--- config.mk ---
export PLATFORM = sky130hd
export DESIGN_NAME = mux_ula2_pipe
export DESIGN_NICKNAME = d
export VERILOG_FILES = /design/src/rtl/mux_ula2_pipe.sv
export SDC_FILE = /design/constraint.sdc
export NUM_CORES = 1
export LEC_CHECK = 0
export ABC_AREA = 1
export CAP_MARGIN = 10
export CORE_ASPECT_RATIO = 0.5
export CORE_MARGIN = 3
export CORE_UTILIZATION = 27
export CTS_BUF_LIST = sky130_fd_sc_hd__clkbuf_2 sky130_fd_sc_hd__clkbuf_4 sky130_fd_sc_hd__clkbuf_8
export DETAILED_ROUTE_END_ITERATION = 6
export PLACE_DENSITY = 0.56
export SKIP_CTS_REPAIR_TIMING = 1
export SLEW_MARGIN = 20
export SYNTH_ARGS = -nofsm -noshare
export SYNTH_HDL_FRONTEND = slang
export SYNTH_SLANG_ARGS = --single-unit
export TNS_END_PERCENT = 100
--- constraint.sdc ---
create_clock -name clk -period 2.9 [get_ports clk]
set_clock_uncertainty 0.2 [all_clocks]
set_input_delay 0.58 -clock clk [delete_from_list [all_inputs] [get_ports clk]]
set_output_delay 0.58 -clock clk [all_outputs]
set_load 0.01 [all_outputs]
--- src/rtl/mux_ula2_pipe.sv ---
// ALU operand-B source selector feeding a 2-entry valid/ready buffer.
// Immediate variants (sign/zero-extend, shifted, upper) are formed internally from the raw immediate.
module mux_ula2_pipe #(
  parameter int WIDTH     = 32,
  parameter int IMM_W     = 16,
  parameter int CONST_VAL = 4,
  parameter int SHAMT     = 2
) (
  input  logic             clk,
  input  logic             reset,
  input  logic             in_valid,
  output logic             in_ready,
  input  logic [2:0]       seletor,
  input  logic [WIDTH-1:0] reg_b,
  input  logic [IMM_W-1:0] imm,
  output logic             out_valid,
  input  logic             out_ready,
  output logic [WIDTH-1:0] out_data,
  output logic [1:0]       occupancy,
  output logic             sel_err,
  input  logic             err_clr
);

  function automatic logic [WIDTH-1:0] decode_src(input logic [2:0]       sel,
                                                  input logic [WIDTH-1:0] rb,
                                                  input logic [IMM_W-1:0] im);
    logic signed [WIDTH-1:0] sx;
    logic [WIDTH+IMM_W-1:0]  up;
    sx = WIDTH'($signed(im));
    // Widen before shifting so the upper-immediate form truncates cleanly for any WIDTH >= IMM_W
    up = (WIDTH+IMM_W)'(im) << IMM_W;
    case (sel)
      3'b000:  decode_src = rb;
      3'b001:  decode_src = WIDTH'(CONST_VAL);
      3'b010:  decode_src = sx;
      3'b011:  decode_src = sx <<< SHAMT;
      3'b100:  decode_src = WIDTH'(im);
      3'b101:  decode_src = up[WIDTH-1:0];
      default: decode_src = '0;
    endcase
  endfunction

  logic [1:0]       count_q, count_d;
  logic [WIDTH-1:0] ent0_q, ent0_d;
  logic [WIDTH-1:0] ent1_q, ent1_d;
  logic             err_q, err_d;
  logic             accept, pop, illegal;
  logic [WIDTH-1:0] src_val;

  assign in_ready  = (count_q != 2'd2);
  assign out_valid = (count_q != 2'd0);
  assign out_data  = ent0_q;
  assign occupancy = count_q;
  assign sel_err   = err_q;

  assign accept  = in_valid & in_ready;
  assign pop     = out_valid & out_ready;
  assign illegal = seletor[2] & seletor[1];
  assign src_val = decode_src(seletor, reg_b, imm);

  // ent0 is always the head; ent1 only ever holds the second entry when full
  always_comb begin
    count_d = count_q;
    ent0_d  = ent0_q;
    ent1_d  = ent1_q;
    case (count_q)
      2'd0: begin
        if (accept) begin
          ent0_d  = src_val;
          count_d = 2'd1;
        end
      end
      2'd1: begin
        if (accept && pop) begin
          ent0_d = src_val;
        end else if (accept) begin
          ent1_d  = src_val;
          count_d = 2'd2;
        end else if (pop) begin
          count_d = 2'd0;
        end
      end
      2'd2: begin
        if (pop) begin
          ent0_d  = ent1_q;
          count_d = 2'd1;
        end
      end
      default: count_d = 2'd0;
    endcase
  end

  // Set takes priority over clear when both land on the same edge
  always_comb begin
    err_d = err_q;
    if (err_clr)
      err_d = 1'b0;
    if (accept && illegal)
      err_d = 1'b1;
  end

  always_ff @(posedge clk or posedge reset) begin
    if (reset) begin
      count_q <= 2'd0;
      ent0_q  <= '0;
      ent1_q  <= '0;
      err_q   <= 1'b0;
    end else begin
      count_q <= count_d;
      ent0_q  <= ent0_d;
      ent1_q  <= ent1_d;
      err_q   <= err_d;
    end
  end

endmodule
## Yosys cells after proc, flatten, opt, wreduce, memory -nomap -nowiden

Index checks and enable logic that the tools add are counted.

| word-level totals | value |
|---|---|
| bits in registers | 67 |
| latch bits | 0 |
| RAM bits | 0 |
| bits in read-only memories | 0 |
| bits of input ports | 56 |
| output and inout port bits | 37 |
| word-level logic and storage cells | 44 |
| memories | 0 |

| cells by class | value |
|---|---|
| $add $sub $neg | 0 |
| multipliers | 0 |
| divide/modulo/power cells | 0 |
| $lt $le $gt $ge | 0 |
| eq/ne operators | 13 |
| shift-type cells | 0 |
| multiplexer cells | 13 |
| bitwise operators | 4 |
| reductions and logical operators | 10 |

Operators with widths:

| operator | count |
|---|---|
| $pmux W32 S6 | 1 |
| $mux W32 | 3 |
| $pmux W32 S3 | 1 |
| $mux W2 | 5 |
| $ne A2 B2 Y1 const B | 5 |
| $reduce_and A4 Y1 | 2 |
| $eq A3 B2 Y1 const B | 2 |
| $eq A3 B3 Y1 const B | 2 |
| $pmux W2 S3 | 1 |
| $reduce_bool A2 Y1 | 2 |
| $and A1 B1 Y1 | 3 |
| $eq A3 B1 Y1 const B | 1 |
| $logic_not A3 Y1 | 1 |
| $ne A3 B3 Y1 const B | 1 |
| $reduce_and A3 Y1 | 1 |
| $reduce_bool A3 Y1 | 1 |
| $eq A2 B1 Y1 const B | 1 |
| $eq A2 B2 Y1 const B | 1 |
| $logic_and A1 B1 Y1 | 2 |
| $logic_not A2 Y1 | 1 |
| $mux W1 | 2 |
| $not A1 Y1 | 1 |

## Longest topological paths before layout

| depth | value |
|---|---|
| depth in word-level cells | 6 |
| gate-level depth with buffers | 10 |
| depth with buffers taken out | 8 |

## Least setup slack after synthesis

Ideal clock, no wire load.

| timing path | value |
|---|---|
| path kind | reg2out |
| start | register count_q[1], in the netlist occupancy[1] |
| end | output in_ready |
| arrival time | 1.025 ns |
| data required time | 2.120 ns |
| setup slack | 1.095 ns |
| cell stages (with the launch flop) | 5 |
| path buffers | 1 |
| cell sequence | dfrtp_1 > inv_2 > nor2_4 > inv_2 > clkbuf_1 |

| on the way | value |
|---|---|
| longest elaborated chain between the ends | 1 |

RTL lines:

| element | line | text |
|---|---|---|
| start, declared | 43 | `logic [1:0] count_q, count_d;` |
| start signal, assigned | 109 | `count_q <= count_d;` |
| $ne A2 B2 Y1 | 50 | `assign in_ready = (count_q != 2'd2);` |
| end, declared | 12 | `output logic in_ready,` |

Every way passes these cells.

## Worst setup path after layout

Ends and elaborated chain as after synthesis.

==> results.txt <==
- The share of the synthesized area in compound gates (AO/OA/AOI/OAI) came to 0.0498.
- TritonCTS built the clock tree.
- Leading post-synthesis cells by instance count: nand2_1 (151), nand3_1 (82), dfrtp_1 (67)
- 93 I/O pins were placed.
* Pwr dens: 815 nW/um^2
- CTS placed an instance of clkbuf_8 at the clock tree root.
- The cell area that synthesis handed to floorplanning was 3890 sq um.
* Multiplexer share of the synthesized area: 0
- Counting every net in the synthesized netlist gives 580.
- Die H: 90.9 um
* Finish-stage setup viols: 0
- Based on the critical path, the design can be clocked at up to 0.425 GHz.
- Nets@finish: 659
- Clock transition at path regs: 0.07 ns
- Leak Pwr: 2.41 nW
- Across the VDD grid, the largest voltage drop is 0.340 mV.
- Max-cap violations in this run came to 0.
* Arithmetic-cell share of the synthesized area counting full adders, half adders and majority gates: 0
* Cell types with the largest area share after synthesis: dfrtp_1 (43%), nand2_1 (15%), nand3_1 (11%)
* Count of flip-flops with a built-in enable after synthesis: 0
* Total Wirelength: 12.3 mm
* Via count of the first global-routing pass: 3,736
- Via count of the routed design: 3,802
- For the pin with the worst max-slew slack, the measured transition is 0.555 ns.
- Dividing the synthesized area by the synthesized cell count gives 7.43 sq um.
* Number of buffers inserted during clock tree synthesis: 9
* Critical path endpoint category: output port
- The count of buffers added on input and output ports is 92.
- Total global routing overflow: 0
- Hold is met by 0.279 ns.
* Unrepaired setup endpoints after global routing: false
- The max-slew violation total from the final report came to 0.
- Setup TNS: 0 ns
* Antenna fix cells: 0
* Class of the worst hold path: flop to flop
- For this run, the register share of the synthesized area comes to 0.431.
- Average via count per standard cell: 4.76
- In this run the worst path has a maximum fanout of 4.
- The die is 176 um wide.
- Initial DRC count: 275
- Final Wtd Congestion: 0.861
- The region available for standard cell placement spans 13,800 sq um.
- The clock period could shrink to 2.35 ns.
* Cells after Synth: 524
* Number of antenna violations at the first check in global routing: 0
* Count of synthesis-stage warnings from yosys: 0
* Final core utilization: 0.372
- Summing all flip-flop and latch instances after layout gives 1680 sq um.
- The flow ran to the end, and the final reports show no timing, DRC or antenna violations.
- Most numerous cell in the Yosys netlist: nand2_1
- The clock drives 67 sinks.
- After synthesis, the largest family of logic cells by area is simple AND/OR/NAND/NOR gates.
- FILL cells: 1,472
- Insertion delay of the later-clocked pin in the worst-skew pair: 0.35 ns
- Area Growth Syn to Fin: 32.1%
- Number of different library cells in the post-synthesis netlist: 28
- Number of rows in the core area: 30
- The finished layout holds 799 standard cells, fillers aside.
- After synthesis the netlist holds a flip-flop and latch count of 67.
- Critical path required time: 2.12 ns
- Global-route usage over all layers: 0.158
- The biggest area contributor in the post-synthesis netlist is dfrtp_1.
- Effective utilization at floorplan: 0.282
* Area of the die: 16,000 sq um
* Deepest clock path buffer count: 2
- Headroom to the max-slew limit came out at 0.630.
- Post-synth ARST share: 1.00
* Proportion of layout cells with a drive suffix above 1: 0.0956
- Routed wire per std cell: 15.4 um
* Worst setup SP type: flop
* Most instantiated flip-flop cell in the synthesis netlist: dfrtp_1
- The clock tree synthesis step divided the H-tree into 3 levels.
- The first global-routing pass estimated 20.3 mm of wire.
- In the finished design, the share of the clock period the worst path needs comes to 0.811.
- Kind of critical path: flop to output port
* Endpoint arrival time on the critical path: 1.57 ns
- In this run, placement finished with an instance count of 784.
* Post-synthesis xor/xnor area fraction: 0
* Synth Area in Simple Gates: 0.423
- Entering global routing, the biggest net connects 68 pins.
* First-pass iteration count of the detailed router: 5
- The HPWL after detailed placement is 8.85 mm.
* Final routed DRC violation total: 0
- Hold violation total from the final report: 0
- Fraction of post-synthesis cell area in the top cell type by area: 0.431
- The count of nets left with antenna violations once routing finished came out at 0.
* Area of the multi-input gates: 1840 sq um
-- routing by layer --
layer,up-vias,global-route usage,wire length (um)
li1,1910,-,-
met5,-,0,0
met3,15,0.0323,513
met1,1803,0.218,5790
met4,0,0.0336,121
met2,74,0.258,5910
-- power by group --
| group | switching, mW | internal (mW) | total, mW |
|---|---|---|---|
| Clock | 0.366 | 0.458 | 0.825 |
| Sequential | 0.212 | 1.35 | 1.56 |
| Combinational | 1.01 | 0.796 | 1.81 |
-- logic make-up after synthesis --
logic type,after synthesis
simple gates,350
buf+inv,76
compound gates,31
flops,67
-- per-stage QoR --
stage	setup WS, ns	power (mW)	area, sq um
5_1_grt	0.483	4.53	5140
3_5_place_dp	0.369	3.41	4940
3_3_place_gp	0.382	3.37	4940
4_1_cts	0.522	4.25	5140
6_report	0.549	4.19	5140
2_1_floorplan	0.437	2.68	3890
-- cells in the final DEF, fill, tap and decap left out, drive strengths merged, types with 14 or more instances in the layout --
| cell | count |
|---|---|
| nor2 | 38 |
| buf | 14 |
| a31oi | 15 |
| nor3 | 15 |
| nand4 | 47 |
| dfrtp | 67 |
| inv | 38 |
| o21ai | 14 |
| nand3 | 84 |
| clkdlybuf4s50 | 92 |
| nand2 | 162 |
-- path summary, 6_finish.rpt --
path | startpoint | end | slack [ns] | cells past startpoint
max in group asynchronous | reset | ent1_q[22] | 1.75 | 3
min in group asynchronous | reset | occupancy[0] | 0.41 | 3
max | occupancy[1] | in_ready | 0.55 | 4
min | out_data[5] | out_data[5] | 0.28 | 2
min reg2reg | out_data[5] | out_data[5] | 0.28 | 2
max reg2reg | occupancy[1] | out_data[15] | 1.01 | 8
-- registers in the layout, summed over array words and instances (netlist names) --
| register | cells |
|---|---|
| sel_err | 1 |
| occupancy | 2 |
| ent1_q | 32 |
| out_data | 32 |
-- layout make-up --
class,instances,share of cell area
Sequential cell,67,0.326
Clock inverter,2,0.00681
Tap cell,192,0.0467
Clock buffer,13,0.0324
Inverter,38,0.0282
Timing Repair Buffer,106,0.202
Multi-Input combinational cell,381,0.358
-- critical path, stage by stage (launching register included) --
cell,delay (ns)
dfrtp_1,0.43
inv_2,0.14
nor2_4,0.07
inv_2,0.06
clkdlybuf4s50_1,0.53
Note: power is estimated with default switching activity, not from simulation.
